===== src/rtl/capture_mode_ctrl.sv =====
// capture_mode_ctrl: measures line/frame timing, classifies 31 kHz vs 15 kHz input and gates capture.
// Defining CAPTURE_MODE_OVERRIDE_EN adds force_en/force_doubler for a forced output mode.

module capture_mode_ctrl #(
  parameter int H_THRESHOLD  = 1200,
  parameter int V_MIN_LINES  = 200,
  parameter int LOCK_FRAMES  = 4,
  parameter int BLANK_FRAMES = 2,
  parameter int WD_WIDTH     = 20
) (
  input  logic        clock,
  input  logic        reset_n,
  input  logic [11:0] counterX,
  input  logic [11:0] counterY,
`ifdef CAPTURE_MODE_OVERRIDE_EN
  input  logic        force_en,
  input  logic        force_doubler,
`endif
  output logic        line_doubler,
  output logic        capture_en,
  output logic        mode_locked,
  output logic        mode_change,
  output logic [11:0] line_len,
  output logic [11:0] frame_lines
);

  typedef enum logic [1:0] {
    ST_ACQUIRE = 2'd0,
    ST_BLANK   = 2'd1,
    ST_LOCKED  = 2'd2
  } state_e;

  localparam logic [12:0]         H_TH_C  = 13'(H_THRESHOLD);
  localparam logic [12:0]         V_MIN_C = 13'(V_MIN_LINES);
  localparam logic [3:0]          LOCK_C  = 4'(LOCK_FRAMES);
  localparam logic [3:0]          BLANK_C = 4'(BLANK_FRAMES);
  localparam logic [WD_WIDTH-1:0] WD_MAX  = {WD_WIDTH{1'b1}};
  localparam logic [WD_WIDTH-1:0] WD_ONE  = {{(WD_WIDTH-1){1'b0}}, 1'b1};

  function automatic logic [11:0] sat12(input logic [12:0] val);
    if (val[12]) begin
      return 12'hFFF;
    end else begin
      return val[11:0];
    end
  endfunction

  state_e              state_q, state_d;
  logic [3:0]          cnt_q, cnt_d;
  logic [3:0]          bcnt_q, bcnt_d;
  logic                cand_q, cand_d;
  logic                det_dbl_q, det_dbl_d;
  logic [11:0]         prev_x_q, prev_y_q;
  logic [WD_WIDTH-1:0] wd_q, wd_d;
  logic                line_doubler_q, line_doubler_d;
  logic                capture_en_q, capture_en_d;
  logic                mode_locked_q, mode_locked_d;
  logic                mode_change_q, mode_change_d;
  logic [11:0]         line_len_q, line_len_d;
  logic [11:0]         frame_lines_q, frame_lines_d;

  logic [12:0] x_inc_s, y_inc_s;
  logic        line_end_s, frame_end_s, valid_s, class_s, wd_hit_s;

  // Line/frame event detection and watchdog expiry from the previous counter values.
  always_comb begin
    x_inc_s     = {1'b0, prev_x_q} + 13'd1;
    y_inc_s     = {1'b0, prev_y_q} + 13'd1;
    line_end_s  = (counterX < prev_x_q);
    frame_end_s = line_end_s && (counterY == 12'd0) && (prev_y_q != 12'd0);
    valid_s     = (y_inc_s >= V_MIN_C);
    class_s     = (x_inc_s >= H_TH_C);
    wd_hit_s    = (wd_q == WD_MAX) && !frame_end_s;
  end

  // Mode state machine: acquire a run of same-class frames, blank, then hold lock.
  always_comb begin
    state_d   = state_q;
    cnt_d     = cnt_q;
    bcnt_d    = bcnt_q;
    cand_d    = cand_q;
    det_dbl_d = det_dbl_q;
    if (wd_hit_s) begin
      state_d = ST_ACQUIRE;
      cnt_d   = 4'd0;
    end else begin
      case (state_q)
        ST_ACQUIRE: begin
          if (frame_end_s && valid_s) begin
            if (class_s == cand_q) begin
              cnt_d = (cnt_q == 4'hF) ? 4'hF : cnt_q + 4'd1;
            end else begin
              cand_d = class_s;
              cnt_d  = 4'd1;
            end
          end else if (frame_end_s) begin
            cnt_d = 4'd0;
          end else begin
            cnt_d = cnt_q;
          end
          // A run of LOCK_FRAMES commits the candidate class to the writer.
          if (cnt_d >= LOCK_C) begin
            det_dbl_d = cand_d;
            bcnt_d    = 4'd0;
            state_d   = ST_BLANK;
          end else begin
            state_d = ST_ACQUIRE;
          end
        end
        ST_BLANK: begin
          if (frame_end_s && (!valid_s || (class_s != det_dbl_q))) begin
            state_d = ST_ACQUIRE;
            cand_d  = class_s;
            cnt_d   = valid_s ? 4'd1 : 4'd0;
          end else if (frame_end_s) begin
            bcnt_d  = bcnt_q + 4'd1;
            state_d = (bcnt_d >= BLANK_C) ? ST_LOCKED : ST_BLANK;
          end else begin
            state_d = (bcnt_q >= BLANK_C) ? ST_LOCKED : ST_BLANK;
          end
        end
        ST_LOCKED: begin
          if (frame_end_s && (!valid_s || (class_s != det_dbl_q))) begin
            state_d = ST_ACQUIRE;
            cand_d  = class_s;
            cnt_d   = valid_s ? 4'd1 : 4'd0;
          end else begin
            state_d = ST_LOCKED;
          end
        end
        default: begin
          state_d = ST_ACQUIRE;
          cnt_d   = 4'd0;
        end
      endcase
    end
  end

  // Next values of the registered outputs, measurements and watchdog.
  always_comb begin
`ifdef CAPTURE_MODE_OVERRIDE_EN
    if (force_en) begin
      line_doubler_d = force_doubler;
      capture_en_d   = 1'b1;
    end else begin
      line_doubler_d = det_dbl_d;
      capture_en_d   = (state_d == ST_LOCKED);
    end
`else
    line_doubler_d = det_dbl_d;
    capture_en_d   = (state_d == ST_LOCKED);
`endif
    mode_locked_d = (state_d != ST_ACQUIRE);
    mode_change_d = (line_doubler_d != line_doubler_q);
    if (line_end_s) begin
      line_len_d = sat12(x_inc_s);
    end else begin
      line_len_d = line_len_q;
    end
    if (frame_end_s) begin
      frame_lines_d = sat12(y_inc_s);
    end else begin
      frame_lines_d = frame_lines_q;
    end
    // The watchdog parks at its maximum so a stalled input keeps forcing ACQUIRE.
    if (frame_end_s) begin
      wd_d = {WD_WIDTH{1'b0}};
    end else if (wd_q != WD_MAX) begin
      wd_d = wd_q + WD_ONE;
    end else begin
      wd_d = wd_q;
    end
  end

  // State, measurement and output registers.
  always_ff @(posedge clock or negedge reset_n) begin
    if (!reset_n) begin
      state_q        <= ST_ACQUIRE;
      cnt_q          <= 4'd0;
      bcnt_q         <= 4'd0;
      cand_q         <= 1'b0;
      det_dbl_q      <= 1'b0;
      prev_x_q       <= 12'd0;
      prev_y_q       <= 12'd0;
      wd_q           <= {WD_WIDTH{1'b0}};
      line_doubler_q <= 1'b0;
      capture_en_q   <= 1'b0;
      mode_locked_q  <= 1'b0;
      mode_change_q  <= 1'b0;
      line_len_q     <= 12'd0;
      frame_lines_q  <= 12'd0;
    end else begin
      state_q        <= state_d;
      cnt_q          <= cnt_d;
      bcnt_q         <= bcnt_d;
      cand_q         <= cand_d;
      det_dbl_q      <= det_dbl_d;
      prev_x_q       <= counterX;
      prev_y_q       <= counterY;
      wd_q           <= wd_d;
      line_doubler_q <= line_doubler_d;
      capture_en_q   <= capture_en_d;
      mode_locked_q  <= mode_locked_d;
      mode_change_q  <= mode_change_d;
      line_len_q     <= line_len_d;
      frame_lines_q  <= frame_lines_d;
    end
  end

  assign line_doubler = line_doubler_q;
  assign capture_en   = capture_en_q;
  assign mode_locked  = mode_locked_q;
  assign mode_change  = mode_change_q;
  assign line_len     = line_len_q;
  assign frame_lines  = frame_lines_q;

endmodule


===== config.mk =====
export PLATFORM = sky130hd
export DESIGN_NAME = capture_mode_ctrl
export DESIGN_NICKNAME = d
export VERILOG_FILES = /design/src/rtl/capture_mode_ctrl.sv
export SDC_FILE = /design/constraint.sdc
export NUM_CORES = 1
export LEC_CHECK = 0
export ABC_AREA = 1
export CAP_MARGIN = 20
export CORE_MARGIN = 4
export CORE_UTILIZATION = 42
export CTS_CLUSTER_DIAMETER = 100
export DETAILED_ROUTE_END_ITERATION = 12
export PLACE_DENSITY_LB_ADDON = 0.15
export RECOVER_POWER = 100
export SYNTH_ARGS = -nofsm -noshare
export SYNTH_HDL_FRONTEND = slang
export SYNTH_SLANG_ARGS = --single-unit

===== constraint.sdc =====
create_clock -name clock -period 6.3 [get_ports clock]
set_input_delay 0.63 -clock clock [delete_from_list [all_inputs] [get_ports clock]]
set_output_delay 0.63 -clock clock [all_outputs]
set_load 0.02 [all_outputs]

==> metrics.txt <==
HPWL after DPL=7680 um; htree depth=3; Worst setup EP type=flop; Synth Flop Type=dfrtp_1; sequential share of power=0.452; crit path max fanout=29; Routed Antenna Nets=0; Critical Path RT=6.58 ns; Peak Freq=0.237 GHz; Max Slew Vio Count=0; Synthesis Warnings=0; Power Density=237 nW/um^2; Cell Area, Placed=5390 um^2; clk sinks=83; stages on the worst setup path=14; most numerous cell in the Yosys netlist=nand2_1; clock power share=0.408; all-layer global routing usage=0.172; CP Capture Point=bcnt_q[2]; synthesized flop and latch total=83; Sw Share=0.269; Worst Skew=0.00747 ns; Pleak=0.00273 uW; max incr delay on CP=0.58 ns; die area=13000 um^2; initial antenna violation count=0; post-CTS setup repair buffer count=0; Iteration-0 DRC Markers=117; post-synthesis sequential area ratio=0.440; cells on worst reg2reg path=16; CP bufs+invs=2; hold_buf cts=0; Commonest cells post-synth=141 x nand2_1, 83 x dfrtp_1, 67 x inv_1, 63 x nor2_1, 36 x o21ai_0; Die Width=114 um; min-delay worst type=reg -> reg; Total Wirelength=10200 um; Sw Pwr=363 uW; post_cts resized=0; largest net degree at the start of global routing=84; CORE AREA=10900 um^2; RSZ-0062 raised after global routing=false; CP delay by family, top=simple AND/OR/NAND/NOR gates; Mean Syn Cell Area=8.06 um^2; # rows=38; global route overflow=0; FFs w/ async S/R, synth=1.00; Final #Nets=693; share of layout cells above drive strength 1=0.0801; Syn Inst Count=586; Crit Path Class=in -> reg; synth unique cells=41; max-cap violations=0; Ant. Diodes=0; die height=114 um; post-synth top area share=0.440; Via-to-Cell Ratio=5.01; Worst R2R Start=prev_x_q[7]; Rel. slew slack=0.0978; CP Cell Sequence=dlygate4sd3_1 > ha_1 > a21oi_1 > o21ai_0 > nor2_1 > nand2_1 > nor2_4 > inv_1 > nand2_1 > a21boi_0 > nand3_4 > nand3_1 > nand2_1 > nand2_1; Layout area overhead=20.8%; root buffer cell=clkbuf_16; Initial Util=0.432; Port-buffer cells=53; area leader, netlist=dfrtp_1; EDFF count, synth=0; part of the power in combinational logic=0.140; wire per inst=12.9 um; setup TNS=0 ns; internal power=987 uW; clk slew on worst S/H paths=0.06 ns; CP startpoint kind=input port; mapped cell area=4720 um^2; r2r setup slk=2.45 ns; status=finished, final reports clean; final estimated routing congestion in global placement=0.893; Net Count, Synth=635; number of global-route vias before repair=3969; Clock Tree Buf Depth=2; worst reg2reg path endpoint=bcnt_q[2]; first-pass GRT wire length=18000 um; Worst path most repeated cell=nand2_1; CTS tree=yes; IO Pins=54; Final setup viols=0; Least-Margin Pin Slew=1.35 ns; DR pass1 iterations=5; crit path DAT=4.49 ns; Num CTS Buffers=9; Vias=3954; Clk Latency, worst-skew pair=0.35 ns; drt drc=0; Synth area leaders=dfrtp_1 44%, nand2_1 11%, ha_1 6.1%, inv_1 5.3%, nor2_1 5.0%; Fin. Hold Viols=0; Finished Cell Area=5710 um^2; min cycle time layout=4.21 ns; CP Launch Point=counterX[11]; worst hold margin=0.466 ns; CP max-delay cell=nor2_4; final worst path period share=0.669; Max VDD drop=0.000130 V
-- per-layer routing --
layer	vias up	GRT usage	part of all wire
met2	74	0.281	0.48
met4	0	0.0808	0.024
li1	2024	-	-
met3	12	0.0340	0.043
met1	1844	0.220	0.45
met5	-	0	0
-- logic make-up after synthesis --
| family | synth area share |
|---|---|
| xor gates and xnor gates | 0.0328 |
| and+or+nand+nor | 0.304 |
| buffers and inverters | 0.0662 |
| muxes | 0.00212 |
| adders and majority gates | 0.0609 |
| AOI/OAI and AO/OA | 0.0943 |
| DFF | 0.440 |
-- worst min-delay path, cell delays in order, from the launching register on --
cell and delay, ns:
dfrtp_1 0.34, nand2_1 0.05, nand2_1 0.05
-- worst min-delay path by stage --
stage | from | endpoint | slack (ns) | cells past startpoint
CTS | frame_lines[0] | frame_lines[0] | 0.48 | 2
global route | frame_lines[0] | frame_lines[0] | 0.50 | 2
finish | frame_lines[0] | frame_lines[0] | 0.47 | 2
floorplan | reset_n | bcnt_q[0] | 0.33 | 0
global placement | frame_lines[0] | frame_lines[0] | 0.47 | 2
detailed placement | frame_lines[0] | frame_lines[0] | 0.46 | 2
-- placed cells by master, fill, tap and decap left out, types with 6 or more instances in the layout --
cell           Yosys  routed
nor3_1            12      12
nand2_2            9       7
nor2_1            63      64
nand3_1           34      35
dfrtp_1           83      83
nand2_1          141     143
a31oi_1            6       6
a21oi_1           18      18
dlygate4sd3_1      0      52
xor2_1            10      10
inv_1             67      69
nand4_1           17      17
o21ai_0           36      37
ha_1              23      23
clkbuf_16          0       9
-- cell type report --
cell class / count / area [um^2]
inverters: 74 / 278
well taps: 140 / 175
clock inverters: 3 / 45.0
multi-input cells: 422 / 2310
clock buffers: 13 / 270
fillers: 1059 / 5230
repair buffers: 54 / 552
flip-flops and latches: 83 / 2080
-- sequential cells by signal, summed over array words and instances (netlist names), 2 cells and up --
| signal | count |
|---|---|
| wd_q | 20 |
| frame_lines | 12 |
| line_len | 12 |
| prev_x_q | 12 |
| prev_y_q | 12 |
| bcnt_q | 4 |
| cnt_q | 4 |
| state_q | 2 |
-- power groups by stage --
| stage | clock network (uW) | registers (uW) | logic, uW |
|---|---|---|---|
| 5_1_grt | 590 | 617 | 215 |
| 6_report | 551 | 611 | 189 |
| 3_3_place_gp | 0 | 620 | 192 |
| 4_1_cts | 566 | 611 | 198 |
| 2_1_floorplan | 0 | 629 | 99.0 |
| 3_5_place_dp | 0 | 620 | 196 |
-- metrics by stage --
stage / util / power (uW) / setup WS [ns] / cells
after floorplan: - / 728 / 3.86 / 586
after global placement: 0.493 / 812 / 2.58 / 772
after detailed placement: 0.493 / 816 / 2.49 / 772
after CTS: 0.522 / 1370 / 2.85 / 788
after global routing: 0.522 / 1420 / 1.61 / 789
final: 0.522 / 1350 / 2.09 / 789
Note: power is estimated with default switching activity, not from simulation.
